--- src/rtl/fp_add_pkg.sv ---
// Shared types and constants for the single-precision adder scheduler.
// Bit-field positions describe the IEEE-754 binary32 layout.
package fp_add_pkg;

    typedef enum logic [1:0] {
        IDLE,
        ISSUE,
        WAIT,
        RESP
    } sched_state_t;

    localparam int IEEE_W  = 32;
    localparam int EXP_MSB = 30;
    localparam int EXP_LSB = 23;
    localparam int MAN_MSB = 22;

    // Exponent and mantissa both zero, sign ignored.
    function automatic logic is_zero(input logic [EXP_MSB:0] value);
        return value == '0;
    endfunction

endpackage

--- src/rtl/fp_rr_arbiter.sv ---
// Combinational round-robin arbiter: searches upward from the pointer and
// returns the first active request as a one-hot grant plus its index.
module fp_rr_arbiter #(
    parameter int NUM_REQ = 4,
    parameter int IDX_W   = $clog2(NUM_REQ)
) (
    input  logic [NUM_REQ-1:0] i_req,
    input  logic [IDX_W-1:0]   i_ptr,
    output logic [NUM_REQ-1:0] o_grant,
    output logic [IDX_W-1:0]   o_idx
);

    int               w_k;
    logic [IDX_W-1:0] w_pos;
    logic             w_found;

    always_comb begin
        o_grant = '0;
        o_idx   = '0;
        w_found = 1'b0;
        w_k     = 0;
        w_pos   = '0;
        for (int i = 0; i < NUM_REQ; i++) begin
            w_k = int'(i_ptr) + i;
            if (w_k >= NUM_REQ) begin
                w_k = w_k - NUM_REQ;
            end
            w_pos = IDX_W'(w_k);
            if (!w_found && i_req[w_pos]) begin
                o_grant[w_pos] = 1'b1;
                o_idx          = w_pos;
                w_found        = 1'b1;
            end
        end
    end

endmodule

--- src/rtl/fp_add_scheduler.sv ---
// Shares one ieee_adder among NUM_REQ requesters with round-robin arbitration.
// Optional FP_ADD_SCHED_ZERO_BYPASS_EN answers zero-operand requests without the adder.
module fp_add_scheduler #(
    parameter int NUM_REQ = 4,
    parameter int IEEE_W  = 32
) (
    input  logic                      clk,
    input  logic                      rst,
    input  logic [NUM_REQ-1:0]        req_valid,
    input  logic [NUM_REQ*IEEE_W-1:0] req_a,
    input  logic [NUM_REQ*IEEE_W-1:0] req_b,
    output logic [NUM_REQ-1:0]        req_ready,
    output logic [NUM_REQ-1:0]        resp_valid,
    input  logic                      resp_ready,
    output logic [IEEE_W-1:0]         resp_sum,
    output logic                      busy,
    output logic                      add_enable,
    output logic [IEEE_W-1:0]         add_ieee_1,
    output logic [IEEE_W-1:0]         add_ieee_2,
    input  logic [IEEE_W-1:0]         add_ieee_sum,
    input  logic                      add_state
);

    import fp_add_pkg::*;

    localparam int IDX_W = $clog2(NUM_REQ);

    sched_state_t      r_state;
    logic [IDX_W-1:0]  r_ptr;
    logic [IDX_W-1:0]  r_owner;

    logic              w_canGrant;
    logic [NUM_REQ-1:0] w_req;
    logic [NUM_REQ-1:0] w_grant;
    logic [IDX_W-1:0]  w_idx;
    logic [IDX_W-1:0]  w_nextPtr;
    logic [IEEE_W-1:0] w_a;
    logic [IEEE_W-1:0] w_b;
    logic              w_aFirst;
    logic              w_bypass;
    logic [IEEE_W-1:0] w_bypassSum;

    // Grants are only offered while idle and the shared adder is free.
    assign w_canGrant = (r_state == IDLE) && !add_state && !rst;
    assign w_req      = req_valid & {NUM_REQ{w_canGrant}};
    assign req_ready  = w_grant;
    assign busy       = (r_state != IDLE);

    fp_rr_arbiter #(
        .NUM_REQ(NUM_REQ),
        .IDX_W  (IDX_W)
    ) u_arbiter (
        .i_req  (w_req),
        .i_ptr  (r_ptr),
        .o_grant(w_grant),
        .o_idx  (w_idx)
    );

    assign w_a       = req_a[w_idx*IEEE_W +: IEEE_W];
    assign w_b       = req_b[w_idx*IEEE_W +: IEEE_W];
    assign w_aFirst  = w_a[EXP_MSB:EXP_LSB] >= w_b[EXP_MSB:EXP_LSB];
    assign w_nextPtr = (w_idx == IDX_W'(NUM_REQ - 1)) ? '0 : w_idx + IDX_W'(1);

`ifdef FP_ADD_SCHED_ZERO_BYPASS_EN
    assign w_bypass    = is_zero(w_a[EXP_MSB:0]) || is_zero(w_b[EXP_MSB:0]);
    assign w_bypassSum = is_zero(w_a[EXP_MSB:0]) ? w_b : w_a;
`else
    assign w_bypass    = 1'b0;
    assign w_bypassSum = '0;
`endif

    // Operation sequencer: launch, wait for the adder to go idle, hand back the sum.
    always_ff @(posedge clk) begin
        if (rst) begin
            r_state    <= IDLE;
            r_ptr      <= '0;
            r_owner    <= '0;
            resp_valid <= '0;
            resp_sum   <= '0;
            add_enable <= 1'b0;
            add_ieee_1 <= '0;
            add_ieee_2 <= '0;
        end else begin
            case (r_state)
                IDLE: begin
                    if (|w_grant) begin
                        r_owner <= w_idx;
                        r_ptr   <= w_nextPtr;
                        if (w_bypass) begin
                            resp_sum   <= w_bypassSum;
                            resp_valid <= w_grant;
                            r_state    <= RESP;
                        end else begin
                            add_enable <= 1'b1;
                            add_ieee_1 <= w_aFirst ? w_a : w_b;
                            add_ieee_2 <= w_aFirst ? w_b : w_a;
                            r_state    <= ISSUE;
                        end
                    end
                end
                ISSUE: begin
                    add_enable <= 1'b0;
                    r_state    <= WAIT;
                end
                WAIT: begin
                    if (!add_state) begin
                        resp_sum   <= add_ieee_sum;
                        resp_valid <= NUM_REQ'(1) << r_owner;
                        r_state    <= RESP;
                    end
                end
                RESP: begin
                    if (resp_ready) begin
                        resp_valid <= '0;
                        r_state    <= IDLE;
                    end
                end
                default: r_state <= IDLE;
            endcase
        end
    end

endmodule
--- config.mk ---
export PLATFORM = sky130hd
export DESIGN_NAME = fp_add_scheduler
export DESIGN_NICKNAME = d
export VERILOG_FILES = /design/src/rtl/fp_add_pkg.sv /design/src/rtl/fp_rr_arbiter.sv /design/src/rtl/fp_add_scheduler.sv
export SDC_FILE = /design/constraint.sdc
export NUM_CORES = 1
export LEC_CHECK = 0
export CAP_MARGIN = 40
export CORE_ASPECT_RATIO = 1.25
export CORE_MARGIN = 3
export CORE_UTILIZATION = 30
export DETAILED_ROUTE_END_ITERATION = 10
export SLEW_MARGIN = 40
export SYNTH_ARGS = -nofsm -noshare
export SYNTH_HDL_FRONTEND = slang
export SYNTH_SLANG_ARGS = --single-unit
--- constraint.sdc ---
create_clock -name clk -period 6.36 [get_ports clk]
set_input_delay 1.272 -clock clk [delete_from_list [all_inputs] [get_ports clk]]
set_output_delay 1.272 -clock clk [all_outputs]
set_load 0.01 [all_outputs]
**After elaboration in Yosys (flattened, before gate mapping)**

Index checks and enable logic that the tools add are counted.

- Bits in registers: 107
- Output and inout bits: 106
- Logic and storage cells: 111

- Add/subtract/negate cells: 8
- Magnitude comparators: 13
- Equal/unequal tests: 7
- Shift operators: 3
- Muxes and demuxes: 43
- Bitwise logic cells: 5
- Reduce and logical (&&, ||, !) cells: 24

Operator list:

| cell | number |
|---|---|
| variable part select 128 x 8 -> 32 bit | 2 |
| 2-to-1 mux 32 bit | 2 |
| 2-to-1 mux 2 bit | 12 |
| 2-to-1 mux 4 bit | 6 |
| < comparator 2 x 3 -> 1 bit, second input constant | 4 |
| 2-to-1 mux 1 bit | 12 |
| OR 4 bit | 3 |
| >= comparator 3 bit, second input constant | 3 |
| logical AND 1 bit | 9 |
| binary-select mux 1 bit (select 2 bit) | 4 |
| demux 1 bit (select 2 bit) | 4 |
| >= comparator 2 x 1 -> 1 bit, second input constant | 4 |
| >= comparator 8 bit | 1 |
| one-hot mux 2 bit (4 select lines) | 1 |
| one-hot mux 4 bit (2 select lines) | 1 |
| subtractor 2 x 1 -> 2 bit, second input constant | 4 |
| adder 2 x 2 -> 3 bit, second input constant | 2 |
| == test 2 bit, second input constant | 3 |
| AND reduction 2 bit | 3 |
| AND reduction 3 bit | 2 |
| nonzero test 2 bit | 3 |
| logical NOT 1 bit | 5 |
| AND 4 bit | 1 |
| inequality test 2 bit, second input constant | 2 |
| 10 further kinds | 10 |

**Logic depth before layout (Yosys ltp)**

Gate-level depths: netlist (run 1).

- Word-level depth: 19
- Mapped depth: 26
- Mapped depth without buffers: 18

**Cells and area by module**

From an unflattened synthesis (run 1), not the netlist that was laid out.

- Cell total of the unflattened synthesis: 779
- Area total of the unflattened synthesis: 7034.2 µm²

Modules (own cells, without submodules):

| module | times used | cells each | area each (µm²) | sequential area each (µm²) |
|---|---|---|---|---|
| fp_add_scheduler | 1 | 733 | 6615.1 | 2142.1 |
| fp_rr_arbiter | 1 | 46 | 419.2 | 0.0 |

**Worst setup path before layout (run 1)**

No wires, ideal clock.

- Path kind: input to register
- Start: input req_valid[0]
- End: register add_ieee_1[16]
- Library setup time: 0.078 ns
- Arrival: 5.057 ns
- Required time: 6.282 ns
- Path slack: 1.225 ns
- Stages: 22
- Buffers on the path: 7
- Cells stage by stage: buf_2 or3b_1 a21oi_1 a31oi_1 a21oi_1 o21a_1 clkbuf_1 clkbuf_1 clkbuf_1 a21oi_1 ha_1 a21o_1 a31oi_1 o21ai_0 o21a_1 clkbuf_1 clkbuf_1 clkbuf_1 nor2_1 nor3_1 nor3_1 nor3_1

- Longest elaborated chain between the ends: 16
- Elaborated cells between the ends (all ways): 35
- Classes of those cells: order compare: 1; shift: 2; mux: 20; bitwise: 4; reduce/logical: 8

Ends and longest elaborated chain:

| item | RTL line | RTL |
|---|---|---|
| start, declared | fp_add_scheduler.sv:9 | `input logic [NUM_REQ-1:0] req_valid,` |
| AND 4 bit (*) | fp_add_scheduler.sv:45 | `assign w_req = req_valid & {NUM_REQ{w_canGrant}};` |
| binary-select mux 1 bit (select 2 bit) | fp_rr_arbiter.sv:29 | `if (!w_found && i_req[w_pos]) begin` |
| 2-to-1 mux 1 bit (implied by the code) | fp_rr_arbiter.sv:29 |  |
| 2-to-1 mux 1 bit | fp_rr_arbiter.sv:29 |  |
| logical NOT 1 bit | fp_rr_arbiter.sv:29 |  |
| logical AND 1 bit | fp_rr_arbiter.sv:29 |  |
| 2-to-1 mux 1 bit | fp_rr_arbiter.sv:29 |  |
| logical NOT 1 bit | fp_rr_arbiter.sv:29 |  |
| logical AND 1 bit | fp_rr_arbiter.sv:29 |  |
| 2-to-1 mux 1 bit | fp_rr_arbiter.sv:29 |  |
| logical NOT 1 bit | fp_rr_arbiter.sv:29 |  |
| logical AND 1 bit | fp_rr_arbiter.sv:29 |  |
| 2-to-1 mux 2 bit | fp_rr_arbiter.sv:29 |  |
| variable part select 128 x 8 -> 32 bit, on equally long branches | fp_add_scheduler.sv:59, fp_add_scheduler.sv:60 |  |
| >= comparator 8 bit | fp_add_scheduler.sv:61 | `assign w_aFirst = w_a[EXP_MSB:EXP_LSB] >= w_b[EXP_MSB:EXP_LSB];` |
| 2-to-1 mux 32 bit | fp_add_scheduler.sv:95 | `add_ieee_1 <= w_aFirst ? w_a : w_b;` |
| end signal, assigned | fp_add_scheduler.sv:95 |  |
| end, declared | fp_add_scheduler.sv:18 | `output logic [IEEE_W-1:0] add_ieee_1,` |

Mark *: on every way between the ends. The rest lies on a longest branch, timed or not. The select of a mux whose other input is x is not followed.
A chain may end at the register's enable or synchronous reset.

**Worst setup path in the final report (run 1)**

- Start: input req_valid[0]
- End: register add_ieee_2[22]

- Longest elaborated chain between the ends: 16
- Elaborated cells between the ends (all ways): 35
- Classes of those cells: order compare: 1; shift: 2; mux: 20; bitwise: 4; reduce/logical: 8

Ends and longest elaborated chain:

| item | RTL line | RTL |
|---|---|---|
| AND 4 bit (*) | fp_add_scheduler.sv:45 |  |
| binary-select mux 1 bit (select 2 bit) | fp_rr_arbiter.sv:29 |  |
| 2-to-1 mux 1 bit (implied by the code) | fp_rr_arbiter.sv:29 |  |
| 2-to-1 mux 1 bit | fp_rr_arbiter.sv:29 |  |
| logical NOT 1 bit | fp_rr_arbiter.sv:29 |  |
| logical AND 1 bit | fp_rr_arbiter.sv:29 |  |
| 2-to-1 mux 1 bit | fp_rr_arbiter.sv:29 |  |
| logical NOT 1 bit | fp_rr_arbiter.sv:29 |  |
| logical AND 1 bit | fp_rr_arbiter.sv:29 |  |
| 2-to-1 mux 1 bit | fp_rr_arbiter.sv:29 |  |
| logical NOT 1 bit | fp_rr_arbiter.sv:29 |  |
| logical AND 1 bit | fp_rr_arbiter.sv:29 |  |
| 2-to-1 mux 2 bit | fp_rr_arbiter.sv:29 |  |
| variable part select 128 x 8 -> 32 bit, on equally long branches | fp_add_scheduler.sv:59, fp_add_scheduler.sv:60 |  |
| >= comparator 8 bit | fp_add_scheduler.sv:61 |  |
| 2-to-1 mux 32 bit | fp_add_scheduler.sv:96 | `add_ieee_2 <= w_aFirst ? w_b : w_a;` |
| end signal, assigned | fp_add_scheduler.sv:96 |  |
| end, declared | fp_add_scheduler.sv:19 | `output logic [IEEE_W-1:0] add_ieee_2,` |

Marks and branches as above.

==> results of run 1 <==
path summary, 6_finish.rpt:
kind | from | endpoint | depth (start not counted)
setup / recovery | req_valid[0] | add_ieee_2[22] | 18
hold reg to reg | resp_sum[8] | resp_sum[8] | 2
setup reg to reg | r_ptr[0] | add_ieee_2[22] | 19
hold / removal | resp_sum[8] | resp_sum[8] | 2
cell families after synthesis:
group / after synthesis
xor gates and xnor gates: 1
DFF: 107
muxes: 138
and+or+nand+nor: 524
adders and majority gates: 18
buffers and inverters: 110
AOI/OAI and AO/OA: 184
cells in the final DEF (no fill, tap or decap), types with 20 or more instances in the layout:
cell	instances
clkdlybuf4s50_1	400
nor2_1	242
nor3_1	159
dfxtp_1	107
mux2_2	96
nand2_1	84
a211oi_1	54
a21oi_1	50
mux2i_1	40
a31oi_1	28
buf_4	20
final cells by class:
| class | count | area, sq um | area share (%) |
|---|---|---|---|
| Multi-Input combinational cell | 865 | 5329 | 42.55 |
| Clock inverter | 7 | 107.6 | 0.8592 |
| Timing Repair Buffer | 425 | 4254 | 33.97 |
| Clock buffer | 9 | 225.2 | 1.798 |
| Tap cell | 335 | 419.2 | 3.347 |
| Antenna cell | 2 | 5.005 | 0.03996 |
| Sequential cell | 107 | 2142 | 17.10 |
| Inverter | 11 | 41.29 | 0.3297 |
state kept, by name (all words and copies together), names as in the netlist:
name / flops
add_ieee_1: 32
add_ieee_2: 32
add_enable: 1
r_ptr: 2
resp_sum: 32
r_state: 2
r_owner: 2
resp_valid: 4
layer usage:
layer / track usage, % / routed length, um
met5: 0 / 17
met3: 5.995 / 2970
met1: 24.09 / 12180
met4: 5.059 / 459
met2: 37.93 / 15660
worst max-delay path: cells and delay by family:
kind                     cells  cell delay (ps)
multiplexers                 1              400
adder cells (fa/ha/maj)      1              320
AO/OA/AOI/OAI                9             2090
AND/OR/NAND/NOR              4              420
buffers and inverters        3             1120
per-stage QoR:
step	hold WS (ps)	power, mW	utilization, %	cell area, sq um	worst slack (ps)
final	454.1	3.781	48.88	12520	918.3
after global routing	476.5	4.098	48.86	12520	448.3
after CTS	458.0	3.826	48.86	12520	890.8
after detailed placement	447.9	3.171	47.57	12190	513.8
after global placement	441.1	3.124	47.38	12140	568.3
after floorplan	461.1	2.324	-	7925	1225
where the power goes:
part           internal (mW)  leakage [nW]  switching, mW  total, mW
Clock                  0.354         0.160          0.288      0.642
Combinational           1.00          3.42           1.24       2.24
Sequential             0.805         0.874         0.0899      0.895
==> impl_results.md, run 1 <==
* Status: finished clean
* Largest net degree at the start of global routing at ~110
* Post-synthesis mux area share at a little under a fifth
* Drt drc at 0
* Tot GR Track Use at around a fifth
* Slowest-stage cell, CP: clkdlybuf4s50_1
* Slew @ Worst Pin at 685.6 ps
* Initial antenna violation count at 3
* Synth cell count leaders: nor2_1, nor3_1, dfxtp_1
* First-pass GRT wire length at ~47000 um
* Total of warnings raised by yosys at 0
* Routed wire length at ~31000 um
* Syn Nets at about 1400
* Vert. Die Dim at about 190 um
* WS Path Type: input pin to flop
* Worst VDD drop at ~0.21 mV
* Clk_skew at 13.79 ps
* DIE AREA at about 0.028 sq mm
* Filler cells at ~2600
* Core ar. at 0.02562 sq mm
* PortBufs at 401
* Later-pin clock latency in the skew report at 360 ps
* Rows at 65
* Leakage at between 4 and 5 nW
* Complex-gate fraction of the synthesized area at between 10% and 20%
* Highest clock rate at 183.8 MHz
* R2r setup slk at between 900 and 1000 ps
* XOR/XNOR Fraction of Synth Area at less than 1%
* Vias in the first global route at 8603
* Max_slew headroom at 54.29%
* Synth Register Bits at 107
* Period utilization at a little under nine tenths
* Sequential share of the synthesized area at 27.03%
* Share of layout cells above drive strength 1 at about a tenth
* CP required at approximately 6600 ps
* # setup viols final at 0
* PD cells at 301.9 mW/mm^2
* Crit path largest cell delay at between 500 and 600 ps
* Max-cap violations at 0
* Initial Util at a little under a third
* Synth area leaders: dfxtp_1, mux2_2, nor2_1
* Simple-gate share of the synthesized area at between 20 and 30%
* Yosys top cell by area: dfxtp_1
* I/O Pins at roughly 400
* Initial DRC Count at roughly 360
* TritonCTS clock tree: built
* Unique masters post-synth at 46
* CP endpoint kind: flop
* Antenna Nets Post-Route at 0
* Fin Setup TNS at 0 ps
* Clk slew on worst S/H paths at around 80 ps
* CP max FO at between 50 and 60
* Final-report hold violation count at 0
* Max-slew violations at 0
* Synth top area share at 27.03%
* CTS Hold Bufs at 0
* Syn Inst Count at roughly 1100
* Hold/Removal Path Class: flop to flop
* Most frequent cell after synthesis: nor2_1
* Syn_area_per_cell at 7.324 sq um
* Number of H-tree levels at 3
* Total number of vias at just under 9000
* Mapped cell area at 0.007925 sq mm
* Minimum clock period after layout at between 5000 and 6000 ps
* CP arrival at 5720 ps
* Synth async-reset ratio at 0%
* Placed cell count at around 1700
* Die Width at between 150 and 200 um
* Clk root buf: clkbuf_16
* Final #Nets at around 1700
* Nature of the critical path startpoint: input pin
* DR vias/cell at about 5.0
* Post-CTS Setup Bufs at 0
* Clock Path Buffers at 2
* Clock buffer count from CTS at 9
* Synth Flop Type: dfxtp_1
* Non-Filler Instances at between 1500 and 2000
* Grt total ovfl at 0
* Main combinational cell family by area after synthesis: simple AND/OR/NAND/NOR gates
* Synth Area in Adders at 2.842%
* Crit-path cells: clkdlybuf4s50_1 > o21bai_1 > o21ai_0 > a2111oi_4 > buf_12 > mux2_2 > nor2_1 > a21oi_1 > ha_1 > a21o_1 > a31oi_1 > o21ai_0 > o21a_4 > buf_12 > nor2_1 > a211oi_1 > nor3_1 > nor3_1
* CTS sink cnt at 107
* Layout area overhead at 58.02%
* Post-CTS resize count at 0
* Routed len/inst at between 15 and 20 um
* RSZ-0062 raised after global routing: false
* Post-synth EDFFs at 0
* GPL Wtd Cong at about 0.84
* First drt pass iteration count at 4
* Detailed Place HPWL at roughly 24000 um
Note: power is estimated with default switching activity, not from simulation.
==> inputs of run 2 (changes only) <==
--- a/config.mk
+++ b/config.mk
@@ -10,6 +10,7 @@
 export CORE_MARGIN = 3
 export CORE_UTILIZATION = 30
 export DETAILED_ROUTE_END_ITERATION = 10
+export DONT_BUFFER_PORTS = 1
 export SLEW_MARGIN = 40
 export SYNTH_ARGS = -nofsm -noshare
 export SYNTH_HDL_FRONTEND = slang
==> run 2 against run 1 <==
Compared with the run above:
- utilization decreased by 16 points
- flip-flop and latch count unchanged
- wire length down 12%
- clock power fell by 11%
- worst hold slack improved by 41 ps
- via count decreased by 17%
- fmax fell by 2.3%
- setup slack worse by 130 ps
- largest cell class unchanged
==> impl_results.md, run 2 (synthesis gave the netlist of run 1 again) <==
* Status: finished clean
* Most frequent cells in the layout: nor2_1, nor3_1, dfxtp_1
* Later-pin clock latency in the skew report at approximately 360 ps
* CP arrival at approximately 6000 ps
* Regs by FF count: add_ieee_1 (32), add_ieee_2 (32), resp_sum (32)
* Antenna Nets Post-Route at 0
* # setup viols final at 0
* CP endpoint kind: flop
* Setup slack at placement at a little over 800 ps
* Drt drc at 0
* Initial antenna violation count at 8
* Post-CTS Setup Bufs at 0
* Share of layout cells above drive strength 1 at between 10% and 20%
* PD cells at 386.4 mW/mm^2
* Final setup margin at around 790 ps
* Clock Path Buffers at 2
* PortBufs at 0
* CP required at between 6000 and 7000 ps
* DR vias/cell at about 5.4
* Clk root buf: clkbuf_16
* GPL Wtd Cong at just under 0.9
* WS Path Type: flop to flop
* Die Width at roughly 150 um
* Clk_skew at roughly 7.9 ps
* Initial DRC Count at ~320
* Total number of vias at 7370
* TritonCTS clock tree: built
* Post-CTS resize count at 0
* Final #Nets at between 1000 and 1500
* Hold/Removal Path Class: flop to flop
* Worst reg2reg path depth at 19
* Minimum clock period after layout at ~5600 ps
* CTS Hold Bufs at 0
* Design Area, Final at around 0.0084 sq mm
* Hold path depth at 2
* RSZ-0062 raised after global routing: false
* Filler cells at 2810
* First-pass GRT wire length at 39570 um
* Max-slew violations at 0
* Vias in the first global route at about 6900
* DIE AREA at around 0.028 sq mm
* First drt pass iteration count at 5
* Largest net degree at the start of global routing at approximately 110
* Initial Util at between 30 and 40%
* I/O Pins at between 400 and 500
* Clk slew on worst S/H paths at approximately 80 ps
* Routed len/inst at ~20 um
* Max_slew headroom at around half
* Number of H-tree levels at 3
* Detailed Place HPWL at roughly 21000 um
* Placed cell areas at approximately 0.0081 sq mm
* Nature of the critical path startpoint: flop
* Fin Setup TNS at 0 ps
* Vert. Die Dim at between 150 and 200 um
* Leakage at roughly 2.9 nW
* Slew @ Worst Pin at 739.9 ps
* Clock buffer count from CTS at 9
* Final-report hold violation count at 0
* Commonest non-fill, non-tap cell in the layout: nor2_1
* Grt total ovfl at 0
* Tot GR Track Use at around 18%
* Core ar. at ~0.026 sq mm
* Worst VDD drop at approximately 0.17 mV
* Layout area overhead at 6.078%
* Period utilization at a little under 90%
* CTS sink cnt at between 100 and 150
* Routed wire length at 27390 um
* Rows at 65
* Max-cap violations at 0
* Highest clock rate at roughly 180 MHz
* CP max FO at 45
-- run 2: changes by cell type in the layout (fill, tap and decap cells not counted), sizes merged, moves of 2 or more --
| cell | change |
|---|---|
| clkdlybuf4s50 | -400 |
| buf | -10 |
| clkbuf | +3 |
| inv | -3 |
| diode | +2 |
-- run 2: metal layers --
metal / share of wire, % / global-route usage, % / vias up
li1: - / - / 3681
met1: 39 / 20.91 / 3331
met2: 50 / 31.41 / 330
met3: 9.7 / 5.439 / 26
met4: 1.8 / 5.024 / 2
met5: 0.047 / 0 / -
-- run 2: path summary, 6_finish.rpt --
kind               startpoint  slack (ps)             to
setup reg to reg     r_ptr[0]         790  add_ieee_2[2]
setup / recovery     r_ptr[0]         790  add_ieee_2[2]
hold / removal    resp_sum[1]         490    resp_sum[1]
hold reg to reg   resp_sum[1]         490    resp_sum[1]
-- run 2: where the power goes --
group	leakage (nW)	switching, mW	internal [mW]
clock	0.137	0.264	0.307
combinational	1.85	1.07	0.628
sequential	0.874	0.178	0.805
-- run 2: layout make-up --
type | count | area, sq um | area share [%]
Antenna cell | 4 | 10.01 | 0.1191
Clock buffer | 12 | 236.5 | 2.813
Clock inverter | 4 | 51.30 | 0.6102
Inverter | 11 | 41.29 | 0.4911
Multi-Input combinational cell | 865 | 5336 | 63.48
Sequential cell | 107 | 2142 | 25.48
Tap cell | 335 | 419.2 | 4.986
Timing Repair Buffer | 15 | 170.2 | 2.024
-- run 2: stage by stage --
step	total power [mW]	util [%]	hold WS (ps)	cells
3_5_place_dp	2.701	31.59	480.8	1332
3_3_place_gp	2.667	31.49	469.1	1331
6_report	3.248	32.82	494.8	1353
2_1_floorplan	2.324	-	461.1	1082
4_1_cts	3.292	32.72	492.0	1348
5_1_grt	3.542	32.81	523.2	1352
-- run 2: critical path, stage by stage (launching register included) --
cell	delay, ps
dfxtp_1	710
inv_1	170
ha_1	540
o21bai_1	190
o21ai_0	160
a2111oi_4	500
buf_12	290
mux2_2	400
nor2_1	90
a21oi_1	50
ha_1	330
a21o_1	110
a31oi_1	40
o21ai_0	420
o21a_4	540
buf_12	280
nor2_1	70
a211oi_1	240
nor3_1	80
nor3_1	180
==> inputs of run 3 (changes only) <==
==> constraint.sdc (replaced) <==
create_clock -name clk -period 6.5 [get_ports clk]
set_input_delay 1.3 -clock clk [delete_from_list [all_inputs] [get_ports clk]]
set_output_delay 1.3 -clock clk [all_outputs]
set_load 0.01 [all_outputs]
==> run 3 against run 2 <==
Compared with the run above:
- wire length is 0.15% higher
- via count is 0.77% higher
- combinational power fell by 2%
- fmax down 1.6%
- first-iteration DRC count shrank 1.9%
- clock power is essentially flat
- design area shrank 0.18%
- largest cell class unchanged
==> impl_results.md, run 3 (synthesis gave the netlist of run 1 again) <==
* Worst reg2reg path depth at 19
* Clk_skew at 13.21 ps
* TritonCTS clock tree: built
* Met1 Wirelength at 10340 um
* Nature of the critical path startpoint: flop
* Slowest-stage cell, CP: dfxtp_1
* PD cells at between 300 and 400 mW/mm^2
* First-pass GRT wire length at 39960 um
* Post-CTS resize count at 0
* Number of H-tree levels at 3
* Routed len/inst at slightly above 20 um
* Crit path largest cell delay at around 700 ps
* Cell internal pwr at between 1.5 and 2 mW
* Sequential power share at between 30% and 40%
* CP endpoint kind: flop
* RSZ-0062 raised after global routing: false
* Setup slack at placement at 888.8 ps
* Switching power at between 1 and 1.5 mW
* DIE AREA at 0.02842 sq mm
* Met3 Wirelength at approximately 2800 um
* Antenna Nets Post-Route at 0
* Initial DRC Count at about 320
* Initial antenna violation count at 7
* Die Width at ~150 um
* Leakage at approximately 2.9 nW
* First drt pass iteration count at 4
* Clock buffer count from CTS at 9
* Layout area overhead at 5.889%
* Total number of vias at 7427
* Status: finished clean
* Clk root buf: clkbuf_16
* Post-CTS Setup Bufs at 0
* Uppermost layer routed: met5
* Hold EP: r_owner[1]
* Combinational share of power at between 50% and 60%
* Clock power share at 17.9%
* CTS Hold Bufs at 0
* CP required at slightly below 7000 ps
* Hold path depth at 2
* Power, Total at about 3.2 mW
* Initial Util at approximately 31%
* HP Start: r_owner[1]
* Final-report hold violation count at 0
* Max_slew headroom at approximately half
* Final #Nets at about 1300
* Placed cell count at 1329
* Clock Path Buffers at 2
* Net Sw Frac at roughly 46%
* Fin Setup TNS at 0 ps
* Stages on worst setup path at 19
* Vias in the first global route at roughly 7000
* Later-pin clock latency in the skew report at ~360 ps
* Regs by FF count: add_ieee_1 (32), add_ieee_2 (32), resp_sum (32)
* Max-slew violations at 0
* Core ar. at about 0.026 sq mm
* Vert. Die Dim at around 190 um
* DR vias/cell at between 5 and 6
* PortBufs at 0
* Worst VDD drop at between 0.15 and 0.2 mV
* Period utilization at 87.10%
* CTS sink cnt at roughly 110
* Routed wire length at 27430 um
* I/O Pins at between 400 and 500
* Non-Filler Instances at about 1300
* Highest clock rate at 176.6 MHz
* Share of layout cells above drive strength 1 at about an eighth
* Rows at 65
* RR Endpoint: add_ieee_2[11]
* Clk slew on worst S/H paths at ~80 ps
* Met2 wire length at around 14000 um
* CP max FO at 63
* Delay-heaviest family, CP: compound AO/OA/AOI/OAI gates
* Slew @ Worst Pin at about 760 ps
* Drt drc at 0
* WS Path Type: flop to flop
* Reg2reg start: r_ptr[0]
* Detailed Place HPWL at between 20000 and 25000 um
* Hold/Removal Path Class: flop to flop
* Crit-path cells: inv_1 > ha_1 > o21bai_1 > o21ai_0 > a2111oi_4 > buf_12 > mux2_2 > nor2_1 > a21oi_1 > ha_1 > a21o_1 > a31oi_1 > o21ai_0 > o21a_4 > buf_12 > nor2_1 > a211oi_1 > nor3_1 > nor3_1
* Commonest non-fill, non-tap cell in the layout: nor2_1
* Minimum clock period after layout at between 5000 and 6000 ps
* Max-cap violations at 0
* # setup viols final at 0
* Worst path bufs/invs at 3
* Tot GR Track Use at between 10% and 20%
* ANT cells at 0
* R2r setup slk at 840 ps
* CP arrival at ~6000 ps
* Final setup margin at between 800 and 900 ps
* GPL Wtd Cong at ~0.9
* Most frequent cells in the layout: nor2_1, nor3_1, dfxtp_1
* Largest net degree at the start of global routing at 111
* Grt total ovfl at 0
run 3: worst max-delay path by stage:
stage / start / to / slack [ps]
6_report: r_ptr[0] / add_ieee_2[11] / 840
3_5_place_dp: rst / add_ieee_2[16] / 890
5_1_grt: r_ptr[0] / add_ieee_2[18] / 330
3_3_place_gp: rst / add_ieee_2[0] / 1000
4_1_cts: r_ptr[0] / add_ieee_2[22] / 870
2_1_floorplan: req_valid[0] / add_ieee_1[16] / 1340
run 3: final cells by class:
type	instances	area, sq um
clock inverter	4	51.30
multi-input combinational	865	5336
inverter	11	41.29
timing repair buffer	11	158.9
sequential	107	2142
tap	335	419.2
clock buffer	11	242.7
fill	2801	17230
run 3: through the flow:
step                hold slack [ps]  util, %  cell area, sq um
finish                        487.9    32.76              8392
global route                  518.9    32.76              8392
CTS                           487.8    32.75              8389
detailed placement            478.5    31.60              8095
global placement              469.4    31.37              8036
floorplan                     461.1        -              7925
run 3: worst register-to-register path, cell delays in order (launching register included):
cell,delay [ps]
dfxtp_1,700
inv_1,190
ha_1,530
o21bai_1,180
o21ai_0,170
a2111oi_4,490
buf_12,280
mux2_2,480
nor2_1,100
a21oi_1,60
ha_1,350
a21o_1,110
a31oi_1,30
o21ai_0,420
o21a_4,520
buf_12,340
nor2_1,140
a211oi_1,240
nor3_1,80
nor3_1,180
run 3: power groups by stage:
stage | registers [mW] | clock network [mW] | logic [mW]
finish | 0.964 | 0.569 | 1.65
detailed placement | 0.984 | 0 | 1.66
global route | 0.984 | 0.619 | 1.87
global placement | 0.982 | 0 | 1.62
CTS | 0.969 | 0.593 | 1.66
floorplan | 0.921 | 0 | 1.35
run 3: per-layer routing:
layer / GRT usage, % / vias to the layer above
li1: - / 3666
met1: 20.56 / 3390
met2: 32.16 / 338
met3: 6.116 / 27
met4: 4.641 / 6
met5: 0 / -
